### config.mk
export PLATFORM = sky130hd
export DESIGN_NAME = dram_ctrl_gen2
export DESIGN_NICKNAME = d
export VERILOG_FILES = /design/src/rtl/dram_ctrl_gen2.sv
export SDC_FILE = /design/constraint.sdc
export NUM_CORES = 1
export LEC_CHECK = 0
export CORE_UTILIZATION = 47
export CTS_CLUSTER_DIAMETER = 30
export DETAILED_ROUTE_END_ITERATION = 8
export PLACE_DENSITY = 0.8
export SLEW_MARGIN = 40
export SYNTH_ARGS = -nofsm -noshare
export SYNTH_HDL_FRONTEND = slang
export SYNTH_SLANG_ARGS = --single-unit
### constraint.sdc
create_clock -name clk -period 2 [get_ports clk]
set_input_delay 0.4 -clock clk [delete_from_list [all_inputs] [get_ports clk]]
set_output_delay 0.4 -clock clk [all_outputs]
set_load 0.01 [all_outputs]
### src/rtl/dram_ctrl_gen2.sv
// 68000-bus DRAM controller: row/column address mux, per-bank /RAS, shared /CAS,
// byte write enables, /OE, and CAS-before-RAS refresh driven by a pending-request counter.
module dram_ctrl_gen2 #(
  parameter int unsigned RAW    = 10,
  parameter int unsigned BANKW  = 1,
  parameter int unsigned REFDIV = 200,
  parameter int unsigned REFMAX = 4,
  parameter int unsigned REFURG = 2,
  parameter int unsigned TRAS   = 2,
  parameter int unsigned TRP    = 2
) (
  input  logic                           clk,
  input  logic                           rst_n,
  input  logic [2*RAW+BANKW:1]           a,
  input  logic                           n_we,
  input  logic                           n_as,
  input  logic                           n_lds,
  input  logic                           n_uds,
  input  logic                           n_dtack,
  input  logic                           bact,
  input  logic                           ramcs,
  output logic [RAW-1:0]                 ra,
  output logic [(2**BANKW)-1:0]          n_ras,
  output logic                           n_cas,
  output logic                           n_lwe,
  output logic                           n_uwe,
  output logic                           n_oe,
  output logic                           ram_ready,
  output logic [$clog2(REFMAX+1)-1:0]    ref_pend
);

  localparam int unsigned NBANK = 2**BANKW;
  localparam int unsigned PW    = $clog2(REFMAX+1);
  localparam int unsigned TW    = $clog2(REFDIV);
  localparam int unsigned CMAX  = (TRAS > TRP) ? TRAS : TRP;
  localparam int unsigned CW    = $clog2(CMAX+1);

  typedef enum logic [2:0] {
    S_IDLE, S_ROW, S_COL, S_HOLD, S_REF_CAS, S_REF_RAS, S_PRE
  } state_t;

  state_t             state, state_nx;
  logic [CW-1:0]      cnt, cnt_nx;
  logic [TW-1:0]      tmr;
  logic [PW-1:0]      pend_nx;
  logic               dtack_r;
  logic               rasel, rasel_nx;
  logic [NBANK-1:0]   n_ras_nx;
  logic               n_cas_nx, n_lwe_nx, n_uwe_nx, n_oe_nx, ready_nx;
  logic [RAW-1:0]     ra_nx;
  logic               tick, dec, urgent;
  logic [RAW-1:0]     col, row;
  logic [BANKW-1:0]   bank;

  assign col    = a[RAW:1];
  assign row    = a[2*RAW:RAW+1];
  assign bank   = a[2*RAW+BANKW:2*RAW+1];
  assign tick   = (tmr == TW'(REFDIV-1));
  assign dec    = (state == S_REF_CAS);
  assign urgent = (ref_pend >= PW'(REFURG));

  // Pending-refresh counter: tick and refresh start in the same cycle cancel out
  always_comb begin
    pend_nx = ref_pend;
    if (tick && !dec && (ref_pend != PW'(REFMAX)))
      pend_nx = ref_pend + PW'(1);
    else if (dec && !tick)
      pend_nx = ref_pend - PW'(1);
  end

  // Next-state and next-output logic; outputs hold unless a transition changes them
  always_comb begin
    state_nx = state;
    cnt_nx   = '0;
    rasel_nx = rasel;
    n_ras_nx = n_ras;
    n_cas_nx = n_cas;
    n_lwe_nx = n_lwe;
    n_uwe_nx = n_uwe;
    ready_nx = ram_ready;
    unique case (state)
      S_IDLE: begin
        if (urgent || ((ref_pend != '0) && !bact)) begin
          state_nx = S_REF_CAS;
          n_cas_nx = 1'b0;
          ready_nx = 1'b0;
        end else if (bact && ramcs) begin
          state_nx = S_ROW;
          n_ras_nx = ~(NBANK'(1) << bank);
        end
      end
      S_ROW: begin
        state_nx = S_COL;
        rasel_nx = 1'b1;
        n_cas_nx = 1'b0;
        n_lwe_nx = !(!n_lds && !n_we);
        n_uwe_nx = !(!n_uds && !n_we);
      end
      S_COL: state_nx = S_HOLD;
      S_HOLD: begin
        // Normal end on DTACK, or early release when /AS aborts the cycle
        if (dtack_r || n_as) begin
          state_nx = S_PRE;
          n_ras_nx = '1;
          n_cas_nx = 1'b1;
          n_lwe_nx = 1'b1;
          n_uwe_nx = 1'b1;
          rasel_nx = 1'b0;
        end
      end
      S_REF_CAS: begin
        state_nx = S_REF_RAS;
        n_ras_nx = '0;
      end
      S_REF_RAS: begin
        if (cnt == CW'(TRAS-1)) begin
          state_nx = S_PRE;
          n_ras_nx = '1;
          n_cas_nx = 1'b1;
        end else begin
          cnt_nx = cnt + CW'(1);
        end
      end
      S_PRE: begin
        if (cnt == CW'(TRP-1)) begin
          state_nx = S_IDLE;
          ready_nx = (pend_nx < PW'(REFURG));
        end else begin
          cnt_nx = cnt + CW'(1);
        end
      end
      default: state_nx = S_IDLE;
    endcase
    n_oe_nx = (state_nx inside {S_ROW, S_COL, S_HOLD}) ? !(bact && ramcs && n_we) : 1'b1;
    ra_nx   = rasel_nx ? col : row;
  end

  // State and registered outputs
  always_ff @(posedge clk or negedge rst_n) begin
    if (!rst_n) begin
      state     <= S_IDLE;
      cnt       <= '0;
      tmr       <= '0;
      ref_pend  <= '0;
      dtack_r   <= 1'b0;
      rasel     <= 1'b0;
      n_ras     <= '1;
      n_cas     <= 1'b1;
      n_lwe     <= 1'b1;
      n_uwe     <= 1'b1;
      n_oe      <= 1'b1;
      ram_ready <= 1'b1;
      ra        <= '0;
    end else begin
      state     <= state_nx;
      cnt       <= cnt_nx;
      tmr       <= tick ? '0 : tmr + TW'(1);
      ref_pend  <= pend_nx;
      dtack_r   <= !n_dtack;
      rasel     <= rasel_nx;
      n_ras     <= n_ras_nx;
      n_cas     <= n_cas_nx;
      n_lwe     <= n_lwe_nx;
      n_uwe     <= n_uwe_nx;
      n_oe      <= n_oe_nx;
      ram_ready <= ready_nx;
      ra        <= ra_nx;
    end
  end

endmodule

Yosys cells after proc, flatten, opt, wreduce, memory -nomap -nowiden
Cells that the tools add are included.
- register bits after elaboration: 35
- latch bits: 0
- bits in writable memories: 0
- memory bits (read-only): 0
- bits of input ports: 30
- output and inout port bits: 20
- logic and storage cells: 99
- memories: 0
- add/subtract/negate cells: 4
- $mul: 0
- div/mod/pow operators: 0
- magnitude comparators: 2
- equality and inequality tests: 18
- shift-type cells: 1
- multiplexer cells: 28
- bitwise logic cells: 1
- reductions and logical operators: 32
- operator list (cell ; number):
    3-bit 2-to-1 mux ; 7
    3-bit one-hot mux with 7 select lines ; 1
    3-bit by 2-bit == test with 1-bit output (second input constant) ; 4
    2-bit 2-to-1 mux ; 6
    2-bit inequality test (second input constant) ; 6
    1-bit logical NOT ; 10
    10-bit 2-to-1 mux ; 1
    3-bit == test (second input constant) ; 3
    8-bit by 1-bit adder with 8-bit output (second input constant) ; 1
    8-bit == test (second input constant) ; 1
    1-bit logical AND ; 8
    8-bit 2-to-1 mux ; 1
    1-bit one-hot mux with 2 select lines ; 4
    2-bit one-hot mux with 4 select lines ; 1
    4-bit nonzero test ; 2
    3-bit by 1-bit == test with 1-bit output (second input constant) ; 2
    1-bit 2-to-1 mux ; 6
    3-bit nonzero test ; 2
    5-bit AND reduction ; 1
    1-bit one-hot mux with 4 select lines ; 1
    4-bit AND reduction ; 1
    2-bit nonzero test ; 2
    3-bit by 1-bit adder with 3-bit output (second input constant) ; 1
    3-bit by 2-bit greater-or-equal comparator with 1-bit output (second input constant) ; 1
    other kinds (12) ; 13

Depth between registers and ports, before layout
Gate-level depths: netlist of run 1.
- depth after elaboration: 8
- gate-level depth with buffers: 7
- depth with buffers taken out: 7

Least setup slack after synthesis of run 1
Ideal clock, no wire load.
- kind: reg2reg
- from: reg ref_pend[0]
- to: reg n_ras[1]
- setup time: 0.082 ns
- arrival: 1.836 ns
- required time: 1.918 ns
- setup slack: 0.082 ns
- stages on the path, launching flop included: 7
- path buffers: 0
- clock period less this slack: 1.918 ns
- cell sequence: dfrtp_1 inv_1 ha_1 or4_1 nand3_1 and3_1 mux2_2
- word-level cells in the longest chain between the ends: 5
- elaborated cells on any way between the ends: 6
- classes of those cells: order compare (1); eq/ne (1); reduce/logical (4)
- ends and longest elaborated chain (element ; RTL line ; text):
    from (decl) ; 29 ; output logic [$clog2(REFMAX+1)-1:0] ref_pend
    from (signal assigned) ; 158 ; ref_pend <= pend_nx;
    parallel branches: the longest is 2 deep, another holds 3-bit by 2-bit greater-or-equal comparator with 1-bit output ; -- ;
    1-bit logical OR * ; 83 ; if (urgent || ((ref_pend != '0) && !bact)) begin
    2-bit inequality test (no source line) * ; -- ;
    5-bit AND reduction (no source line) * ; -- ;
    to (signal assigned) ; 161 ; n_ras <= n_ras_nx;
    to (decl) ; 23 ; output logic [(2**BANKW)-1:0] n_ras,
Mark *: on every way between the ends.
A chain may end at the register's enable or synchronous reset.

Final worst setup path of run 1
- from: reg ref_pend[1]
- to: reg n_ras[1]
The elaborated chain is that of the path after synthesis.

==> flow_summary_export.csv, run 1 <==
group,metric,value,unit
setup_path,cpLargestDelayFamily,"simple AND/OR/NAND/NOR gates",
setup_path,critPathMaxFanout,7,
timing,finalSetupTns,0,ns
routing,wl_per_cell,14.8,um
pwr,pwr_density_cell,1300,nW/um^2
pwr,leakage,0.970,nW
cells_and_area,postLayoutCellArea,2360,sq um
setup_path,r2r_cells,7,
logic_synthesis,number_of_different_library_cells_in_the_post_synthesis_netlist,47,
logic_synthesis,synth_area_leader_cell,"dfrtp_1",
floorplanning,rows,21,
logic_synthesis,yosys.cell_count.top_type,"dfrtp_1",
timing,timing.final.hold_violations,0,
global_routing,grt_overflow,0,
routing,avgViaCountPerCell,5.36,
worst_hold_path,worstHoldPathCells,1,
cells_and_area,number_of_inserted_filler_cells_in_the_final_layout,254,
logic_synthesis,async_set_reset_flop_share_out_of_synthesis,100,%
timing,hold_slack,0.447,ns
logic_synthesis,synthesis.instances,148,
logic_synthesis,postSynthRegisterBits,35,
worst_hold_path,worstHoldPathType,"reg -> reg",
routing,route.final.wire_length,3760,um
floorplanning,pin_count,50,
floorplanning,chipHeight,62.1,um
floorplanning,die-width,62.1,um
routing,drt_first_iter_violations,70,
clock_tree,worstSkewPairLatency,0.34,ns
logic_synthesis,synthDominantCellAreaShare,41.2,%
clock_tree,clock_tree_root_driver_cell,"clkbuf_4",
logic_synthesis,synth.cells.most_frequent,"dfrtp_1 (28), mux2_2 (10), nand2_1 (9), nor2_1 (9), o21ai_0 (9)",
clock_tree,cts_htree_levels,2,
clock_tree,clk_path_buf_depth,2,
clock_tree,clkSlewWorstSetupHoldPaths,0.12,ns
timing,fmaxAchievable,518,MHz
floorplanning,initial_core_util,50.1,%
logic_synthesis,ys.flop_type,"dfrtp_1",
routing,drt_first_pass_iters,4,
routing,total_number_of_vias,1362,
setup_path,critical_path.n_buffers_inverters,1,
pwr,power.ir.vdd_worst,0.000609,V
clock_tree,post-cts-setup-buffer-count,0,
timing,max_slew.worst_pin.slew,0.479,ns
placed_design,place.detailed.hpwl,2770,um
setup_path,crit_chain,"inv_1 -> ha_1 -> nor2_1 -> or4_4 -> nand3_2 -> and3_1 -> mux2_2",
cells_and_area,drive_above_1_share,21.6,%
logic_synthesis,netlist_top_cells_area,"dfrtp_1 (41%), dfstp_2 (11%), mux2_2 (6.6%), ha_1 (3.7%), o21ai_0 (2.7%)",
timing,report.final.setup_viol,0,
logic_synthesis,synth_seq_area_share,52.1,%
global_routing,track_usage,21.0,%
setup_path,path_depth,7,
setup_path,cp-end-kind,"register",
cells_and_area,ff_latch_area,886,sq um
placed_design,place_area,2280,sq um
setup_path,criticalPathCategory,"reg -> reg",
logic_synthesis,synth_edf_count,0,
clock_tree,cts_tree,"done",
logic_synthesis,syn-mean-instance-area,11.5,sq um
setup_path,cp_data_required_time,2.29,ns
global_routing,initial_antenna_violation_count,0,
logic_synthesis,post_synth_instance_area,1700,sq um
timing,fin_crit,1.93,ns
timing,period_utilization,96.5,%
timing,relative_slew_slack,68.0,%
logic_synthesis,synthesis.yosys.warnings,0,
setup_path,master_of_the_slowest_instance_on_the_critical_path,"dfrtp_2",
cells_and_area,multi_input_comb_area,773,sq um
global_routing,grt_pass1_wl,6260,um
logic_synthesis,mappedNetlistNets,183,
outcome,status,"complete, no violations",
placed_design,gp_routability_congestion,0.882,
routing,drc,0,
cells_and_area,area_delta_synth_final,39.0,%
cells_and_area,antennaDiodeCount,0,
routing,ant_nets,0,
timing,timing.final.max_slew_violations,0,
placed_design,number_of_port_buffers,49,
global_routing,grt_pass1_vias,1421,
cells_and_area,fin_nets,242,
floorplanning,die-area,3860,sq um
timing,timing.clock.skew,0.0167,ns
floorplanning,design.core.area,3390,sq um
setup_path,worst_ep_arrival_time,2.22,ns
global_routing,grt_max_degree,36,
setup_path,critPathMaxStageDelay,0.48,ns
clock_tree,clock_sink_count,35,
setup_path,start_kind,"register",
clock_tree,cts-buffers-inserted,5,
job,maxCapViolCount,0,
## placed cells by master (no fill, tap or decap), types with 2 or more instances in the layout
cell             count
clkbuf_4             5
nand2b_1             3
a31oi_1              5
mux2_2              10
nand3_1              4
clkdlybuf4s50_1     49
o22a_1               2
ha_1                 5
o21ai_1              2
dfstp_2              7
or3b_1               2
dfrtp_1             27
nor2_1               9
a21oi_1              3
xor2_1               5
and2_1               2
o211ai_1             2
xnor2_1              4
nand2_1              9
clkbuf_8             2
buf_4                8
and3_1               2
inv_1                5
o21ai_0              9
## where the power goes
part	internal, mW	switching, mW
Clock	0.205	0.240
Combinational	0.809	0.688
Sequential	0.963	0.176
## registers in the layout (all words and copies together), names as in the netlist
name	cells
rasel	1
n_lwe	1
cnt	2
tmr	8
n_oe	1
ram_ready	1
ra	10
ref_pend	3
n_uwe	1
n_cas	1
dtack_r	1
state	3
n_ras	2
## cells by family after synthesis
logic type      synth area share, %
simple gates                   15.9
flops                          52.1
compound gates                 12.9
mux                            7.88
buf+inv                        2.95
xor+xnor                       4.64
fa+ha+maj                      3.68
## layout make-up
class / instances / share of cell area [%]
clock inverters: 1 / 0.318
repair buffers: 57 / 23.3
multi-input cells: 102 / 32.7
flip-flops and latches: 35 / 37.5
clock buffers: 7 / 2.75
well taps: 46 / 2.44
inverters: 6 / 0.953
## worst paths after layout
kind	start	endpoint	slack, ns
max in group asynchronous	rst_n	n_lwe$_DFFE_PN1P_	1.19
worst min register to register	cnt[0]$_DFF_PN0_	cnt[0]$_DFF_PN0_	0.45
min in group asynchronous	rst_n	ref_pend[2]$_DFF_PN0_	0.46
worst min-delay path	cnt[0]$_DFF_PN0_	cnt[0]$_DFF_PN0_	0.45
worst max-delay path	ref_pend[1]$_DFF_PN0_	n_ras[1]$_DFFE_PN1P_	0.07
worst max register to register	ref_pend[1]$_DFF_PN0_	n_ras[1]$_DFFE_PN1P_	0.07
## metal layers
metal	vias up	GRT usage (%)	part of all wire [%]
met5	-	0	0
met4	0	8.72	1.3
met3	6	6.43	4.1
met2	36	36.3	52
met1	671	24.0	42
li1	649	-	-
## timing repair
item | in CTS | in global routing
gates resized for setup | 0 | 4
setup endpoints to repair | 0 | 2
hold endpoints to repair | 0 | 0
hold buffers | 0 | 0
## per-stage QoR
step           worst slack, ns  total power, mW  instances  utilization, %
6_report                0.0702             3.08        254            69.7
5_1_grt                -0.0162             3.28        254            69.7
4_1_cts                 0.0282             3.07        254            69.4
3_5_place_dp            -0.163             2.62        246            67.3
3_3_place_gp            -0.112             2.56        246            67.3
2_1_floorplan           0.0822             1.98        148               -
(Power assumes the default switching activity.)
==> inputs of run 2 (changes only) <==
--- a/config.mk
+++ b/config.mk
@@ -5,11 +5,12 @@
 export SDC_FILE = /design/constraint.sdc
 export NUM_CORES = 1
 export LEC_CHECK = 0
-export CORE_UTILIZATION = 47
+export CORE_UTILIZATION = 49
+export CTS_BUF_LIST = sky130_fd_sc_hd__clkbuf_4 sky130_fd_sc_hd__clkbuf_8
 export CTS_CLUSTER_DIAMETER = 30
 export DETAILED_ROUTE_END_ITERATION = 8
-export PLACE_DENSITY = 0.8
-export SLEW_MARGIN = 40
+export PLACE_DENSITY = 0.82
+export SLEW_MARGIN = 20
 export SYNTH_ARGS = -nofsm -noshare
 export SYNTH_HDL_FRONTEND = slang
 export SYNTH_SLANG_ARGS = --single-unit
==> flow_summary_export.csv, run 2 (synthesis gave the netlist of run 1 again) <==
group,metric,value,unit
global_routing,grt_pass1_wl,5760,um
clock_tree,cts-hold-fix-buffers,0,
routing,route.final.wire_length,3710,um
routing,drt_first_iter_violations,76,
floorplanning,initial_core_util,50.9,%
timing,report.final.setup_viol,0,
global_routing,gr-usage-met2,36.3,%
setup_path,criticalPathCategory,"reg -> reg",
timing,timing.final.hold_violations,0,
timing,rsz0062_at_grt,"false",
pwr,power.ir.vdd_worst,0.000581,V
setup_path,r2r_cells,7,
global_routing,track_usage,21.7,%
timing,minimum_setup_slack_in_the_final_design,0.0781,ns
clock_tree,worstSkewPairLatency,0.34,ns
cells_and_area,number_of_inserted_filler_cells_in_the_final_layout,256,
cells_and_area,final_common_cell,"clkdlybuf4s50_1",
floorplanning,pin_count,50,
placed_design,place.detailed.hpwl,2790,um
timing,timing.clock.skew,0.0148,ns
global_routing,grt_max_degree,36,
timing,hold_slack,0.456,ns
job,maxCapViolCount,0,
cells_and_area,register_bank_with_the_most_flops,"ra",
setup_path,cp_data_required_time,2.27,ns
setup_path,regToRegSetupSlack,0.08,ns
setup_path,timing.critical_path.to,"n_ras[1]$_DFFE_PN1P_",
cells_and_area,drive_above_1_share,23.0,%
global_routing,global_route.usage.met1,25.1,%
timing,fin_crit,1.92,ns
cells_and_area,max_reg_flops,10,
outcome,status,"complete, no violations",
global_routing,grt_overflow,0,
cells_and_area,layout_top_registers,"ra x10, tmr x8",
clock_tree,clock_sink_count,35,
global_routing,top_usage_layer,"met2",
worst_hold_path,worstHoldPathType,"in -> async",
routing,wl_per_cell,14.6,um
floorplanning,chipHeight,60.9,um
setup_path,worst_ep_arrival_time,2.20,ns
pwr,pwr_density_cell,1300,nW/um^2
routing,ant_nets,0,
routing,total_number_of_vias,1368,
cells_and_area,multi_input_comb_area,779,sq um
global_routing,grt.met3_usage,7.46,%
clock_tree,cts_tree,"done",
cells_and_area,antennaDiodeCount,0,
floorplanning,die-width,60.9,um
setup_path,regToRegStartpoint,"ref_pend[1]$_DFF_PN0_",
global_routing,initial_antenna_violation_count,0,
floorplanning,die-area,3710,sq um
setup_path,start_kind,"register",
clock_tree,clkSlewWorstSetupHoldPaths,0.12,ns
timing,relative_slew_slack,70.9,%
timing,period_utilization,96.1,%
pwr,leakage,0.969,nW
global_routing,grt_pass1_vias,1345,
cells_and_area,fin_nets,243,
timing,finalSetupTns,0,ns
cells_and_area,mostFrequentLayoutCells,"clkdlybuf4s50_1 (49), dfrtp_1 (27), mux2_2 (10)",
clock_tree,clk_path_buf_depth,2,
clock_tree,cts_htree_levels,2,
cells_and_area,area_delta_synth_final,39.0,%
setup_path,crit_path_start,"ref_pend[1]$_DFF_PN0_",
cells_and_area,ff_latch_area,886,sq um
placed_design,gp_routability_congestion,0.909,
setup_path,cp-end-kind,"register",
setup_path,critPathMaxFanout,6,
placed_design,pre_cts_slack,-0.156,ns
floorplanning,design.core.area,3340,sq um
routing,avgViaCountPerCell,5.36,
routing,drc,0,
clock_tree,cts-buffers-inserted,5,
placed_design,number_of_port_buffers,49,
setup_path,crit-reg2reg-capture,"n_ras[1]$_DFFE_PN1P_",
pwr,power.total,3.08,mW
routing,drt_first_pass_iters,4,
timing,max_slew.worst_pin.slew,0.436,ns
timing,fmaxAchievable,520,MHz
clock_tree,clock_tree_root_driver_cell,"clkbuf_4",
timing,timing.final.max_slew_violations,0,
floorplanning,rows,21,
run 2: cell count changes in the layout (fill, tap and decap cells not counted):
cell,delta
and2_1,-1
and2_2,+1
and3_1,-1
and3_4,+1
buf_4,+1
clkbuf_4,+1
clkbuf_8,-2
clkinv_2,+1
run 2: how the worst min path moves through the flow:
stage,from,to,slack (ns),cells after the start
2_1_floorplan,rst_n,cnt[0]$_DFF_PN0_,0.10,0
3_3_place_gp,cnt[0]$_DFF_PN0_,cnt[0]$_DFF_PN0_,0.43,1
3_5_place_dp,cnt[0]$_DFF_PN0_,cnt[0]$_DFF_PN0_,0.45,1
4_1_cts,rst_n,state[2]$_DFF_PN0_,0.46,2
5_1_grt,rst_n,state[2]$_DFF_PN0_,0.48,2
6_report,rst_n,tmr[3]$_DFF_PN0_,0.46,2
run 2: power by group:
group	leakage [nW]	internal (mW)	switching, mW
logic	0.530	0.847	0.694
registers	0.407	0.963	0.185
clock network	0.0317	0.149	0.242
run 2: per-layer routing:
metal | vias up | share of wire (%)
li1 | 652 | -
met1 | 664 | 41
met2 | 43 | 55
met3 | 9 | 3.4
met4 | 0 | 1.3
met5 | - | 0
run 2: through the flow:
step	std cells	util, %	area [sq um]
4_1_cts	253	69.8	2330
2_1_floorplan	148	-	1700
6_report	255	70.8	2360
3_5_place_dp	245	68.1	2270
3_3_place_gp	245	68.1	2270
5_1_grt	255	70.8	2360
run 2: repair_timing:
item                       4_1_cts  5_1_grt
setup buffers                    0        2
setup endpoints to repair        0        3
gates resized for setup          0        6
run 2: critical path: stages, from the launching register on:
cell	delay, ns
dfrtp_2	0.46
inv_1	0.11
ha_1	0.18
nor2_1	0.06
or4_4	0.43
nand3_2	0.10
and3_4	0.19
mux2_2	0.33
run 2: area by class of cell:
class / instances / share of cell area, %
clock buffer: 6 / 1.91
clock inverter: 2 / 0.530
inverter: 6 / 0.954
multi-input combinational: 102 / 33.0
sequential: 35 / 37.5
tap: 46 / 2.44
timing repair buffer: 58 / 23.6
==> inputs of run 3 (changes only) <==
--- a/config.mk
+++ b/config.mk
@@ -5,11 +5,13 @@
 export SDC_FILE = /design/constraint.sdc
 export NUM_CORES = 1
 export LEC_CHECK = 0
+export CORE_MARGIN = 4
 export CORE_UTILIZATION = 49
 export CTS_BUF_LIST = sky130_fd_sc_hd__clkbuf_4 sky130_fd_sc_hd__clkbuf_8
 export CTS_CLUSTER_DIAMETER = 30
 export DETAILED_ROUTE_END_ITERATION = 8
-export PLACE_DENSITY = 0.82
+export HOLD_SLACK_MARGIN = 0.12
+export PLACE_DENSITY_LB_ADDON = 0.08
 export SLEW_MARGIN = 20
 export SYNTH_ARGS = -nofsm -noshare
 export SYNTH_HDL_FRONTEND = slang
==> flow_summary_export.csv, run 3 (synthesis gave the netlist of run 1 again) <==
group,metric,value,unit
floorplanning,pin_count,50,
timing,minimum_setup_slack_in_the_final_design,0.0882,ns
placed_design,gp_routability_congestion,0.828,
routing,avgViaCountPerCell,5.20,
timing,finalSetupTns,0,ns
setup_path,crit_chain,"inv_2 -> ha_1 -> or4_4 -> nand3_2 -> and3_1 -> mux2_2",
setup_path,crit-reg2reg-capture,"n_ras[1]$_DFFE_PN1P_",
global_routing,grt_max_degree,36,
pwr,power.ir.vdd_worst,0.000667,V
placed_design,place_area,2300,sq um
setup_path,worst_ep_arrival_time,2.19,ns
timing,period_utilization,95.6,%
clock_tree,worstSkewPairLatency,0.34,ns
routing,wl_per_cell,14.2,um
clock_tree,clkSlewWorstSetupHoldPaths,0.11,ns
cells_and_area,final_common_cell,"clkdlybuf4s50_1",
global_routing,grt_overflow,0,
setup_path,critPathMaxFanout,4,
clock_tree,clk_path_buf_depth,2,
setup_path,timing.critical_path.to,"n_ras[1]$_DFFE_PN1P_",
setup_path,cp-end-kind,"register",
cells_and_area,area_delta_synth_final,41.3,%
cells_and_area,postLayoutCellArea,2400,sq um
pwr,pwr_density_cell,1310,nW/um^2
clock_tree,cts_tree,"done",
clock_tree,cts-buffers-inserted,5,
floorplanning,chipHeight,66.9,um
global_routing,track_usage,17.6,%
setup_path,start_kind,"register",
clock_tree,clock_sink_count,35,
cells_and_area,mostFrequentLayoutCells,"clkdlybuf4s50_1 (49), dfrtp_1 (28), buf_4 (13)",
timing,fin_crit,1.91,ns
setup_path,critPathMaxStageDelay,0.54,ns
timing,max_slew.worst_pin.slew,0.438,ns
placed_design,number_of_port_buffers,49,
timing,fmaxAchievable,523,MHz
placed_design,pre_cts_slack,-0.103,ns
routing,total_number_of_vias,1347,
setup_path,crit_path_start,"ref_pend[0]$_DFFE_PN0P_",
setup_path,criticalPathCategory,"reg -> reg",
cells_and_area,fin_nets,247,
outcome,status,"complete, no violations",
setup_path,master_of_the_slowest_instance_on_the_critical_path,"or4_4",
pwr,leakage,1.00,nW
floorplanning,die-area,4470,sq um
global_routing,initial_antenna_violation_count,0,
timing,timing.final.max_slew_violations,0,
setup_path,regToRegStartpoint,"ref_pend[0]$_DFFE_PN0P_",
cells_and_area,drive_above_1_share,23.5,%
setup_path,cpLargestDelayFamily,"simple AND/OR/NAND/NOR gates",
cells_and_area,antennaDiodeCount,0,
routing,drt_first_pass_iters,4,
cells_and_area,multi_input_comb_area,776,sq um
cells_and_area,max_reg_flops,10,
floorplanning,rows,21,
worst_hold_path,worstHoldPathType,"in -> async",
routing,ant_nets,0,
placed_design,place.detailed.hpwl,2760,um
routing,drt_first_iter_violations,84,
cells_and_area,number_of_inserted_filler_cells_in_the_final_layout,242,
setup_path,critical_path.n_buffers_inverters,1,
global_routing,grt_pass1_vias,1368,
routing,drc,0,
routing,route.final.wire_length,3670,um
timing,hold_slack,0.452,ns
timing,relative_slew_slack,70.8,%
cells_and_area,layout_top_registers,"ra x10, tmr x8",
timing,timing.clock.skew,0.0155,ns
cells_and_area,ff_latch_area,885,sq um
setup_path,r2r_cells,6,
cells_and_area,register_bank_with_the_most_flops,"ra",
setup_path,regToRegSetupSlack,0.09,ns
floorplanning,design.core.area,3340,sq um
floorplanning,die-width,66.9,um
timing,report.final.setup_viol,0,
timing,rsz0062_at_grt,"false",
global_routing,grt_pass1_wl,5840,um
setup_path,cp_data_required_time,2.28,ns
floorplanning,initial_core_util,50.9,%
timing,timing.final.hold_violations,0,
clock_tree,clock_tree_root_driver_cell,"clkbuf_4",
clock_tree,cts_htree_levels,2,
job,maxCapViolCount,0,
setup_path,path_depth,6,
[run 3: cell types whose count changed in the layout (fill, tap and decap cells not counted)]
cell / before / now
dfrtp_2: 1 / 0
and3_1: 1 / 2
clkinv_2: 1 / 0
clkbuf_8: 0 / 2
or3b_4: 0 / 1
and3_4: 1 / 0
and2_2: 1 / 0
dfrtp_1: 27 / 28
and2_1: 1 / 2
buf_4: 9 / 13
clkinvlp_4: 1 / 0
or3b_1: 2 / 1
[run 3: cell type report]
cell class	instances	share of cell area, %
Clock buffer	8	3.02
Inverter	6	0.938
Multi-Input combinational cell	102	32.3
Sequential cell	35	36.8
Tap cell	46	2.40
Timing Repair Buffer	62	24.5
[run 3: worst min-delay path by stage]
stage                     startpoint  slack (ns)                    end
floorplan                      rst_n        0.10       cnt[0]$_DFF_PN0_
global placement    cnt[0]$_DFF_PN0_        0.42       cnt[0]$_DFF_PN0_
detailed placement  cnt[0]$_DFF_PN0_        0.44       cnt[0]$_DFF_PN0_
CTS                            rst_n        0.46  ref_pend[2]$_DFF_PN0_
global route                   rst_n        0.47  ref_pend[2]$_DFF_PN0_
finish                         rst_n        0.45  ref_pend[2]$_DFF_PN0_
[run 3: stage by stage]
step | total power [mW] | util, % | instances
after floorplan | 1.98 | - | 148
after global placement | 2.61 | 69.0 | 249
after detailed placement | 2.66 | 69.0 | 249
after CTS | 3.12 | 71.2 | 257
after global routing | 3.36 | 72.0 | 259
final | 3.14 | 72.0 | 259
[run 3: report_power, final]
group	total [mW]	internal, mW	switching, mW
combinational	1.58	0.863	0.716
clock	0.449	0.220	0.229
sequential	1.11	0.962	0.149
[run 3: what timing repair did]
action / in CTS / in global routing
buffers inserted: 0 / 2
resized for setup: 0 / 4
hold buffers: 0 / 0
endpoints found under the setup margin: 0 / 2
[run 3: metal layers]
layer | GRT usage [%] | routed length, um | share of wire [%]
met5 | 0 | 0 | 0
met2 | 29.3 | 1840 | 50
met1 | 20.2 | 1550 | 42
met4 | 6.33 | 55 | 1.5
met3 | 6.91 | 227 | 6.2
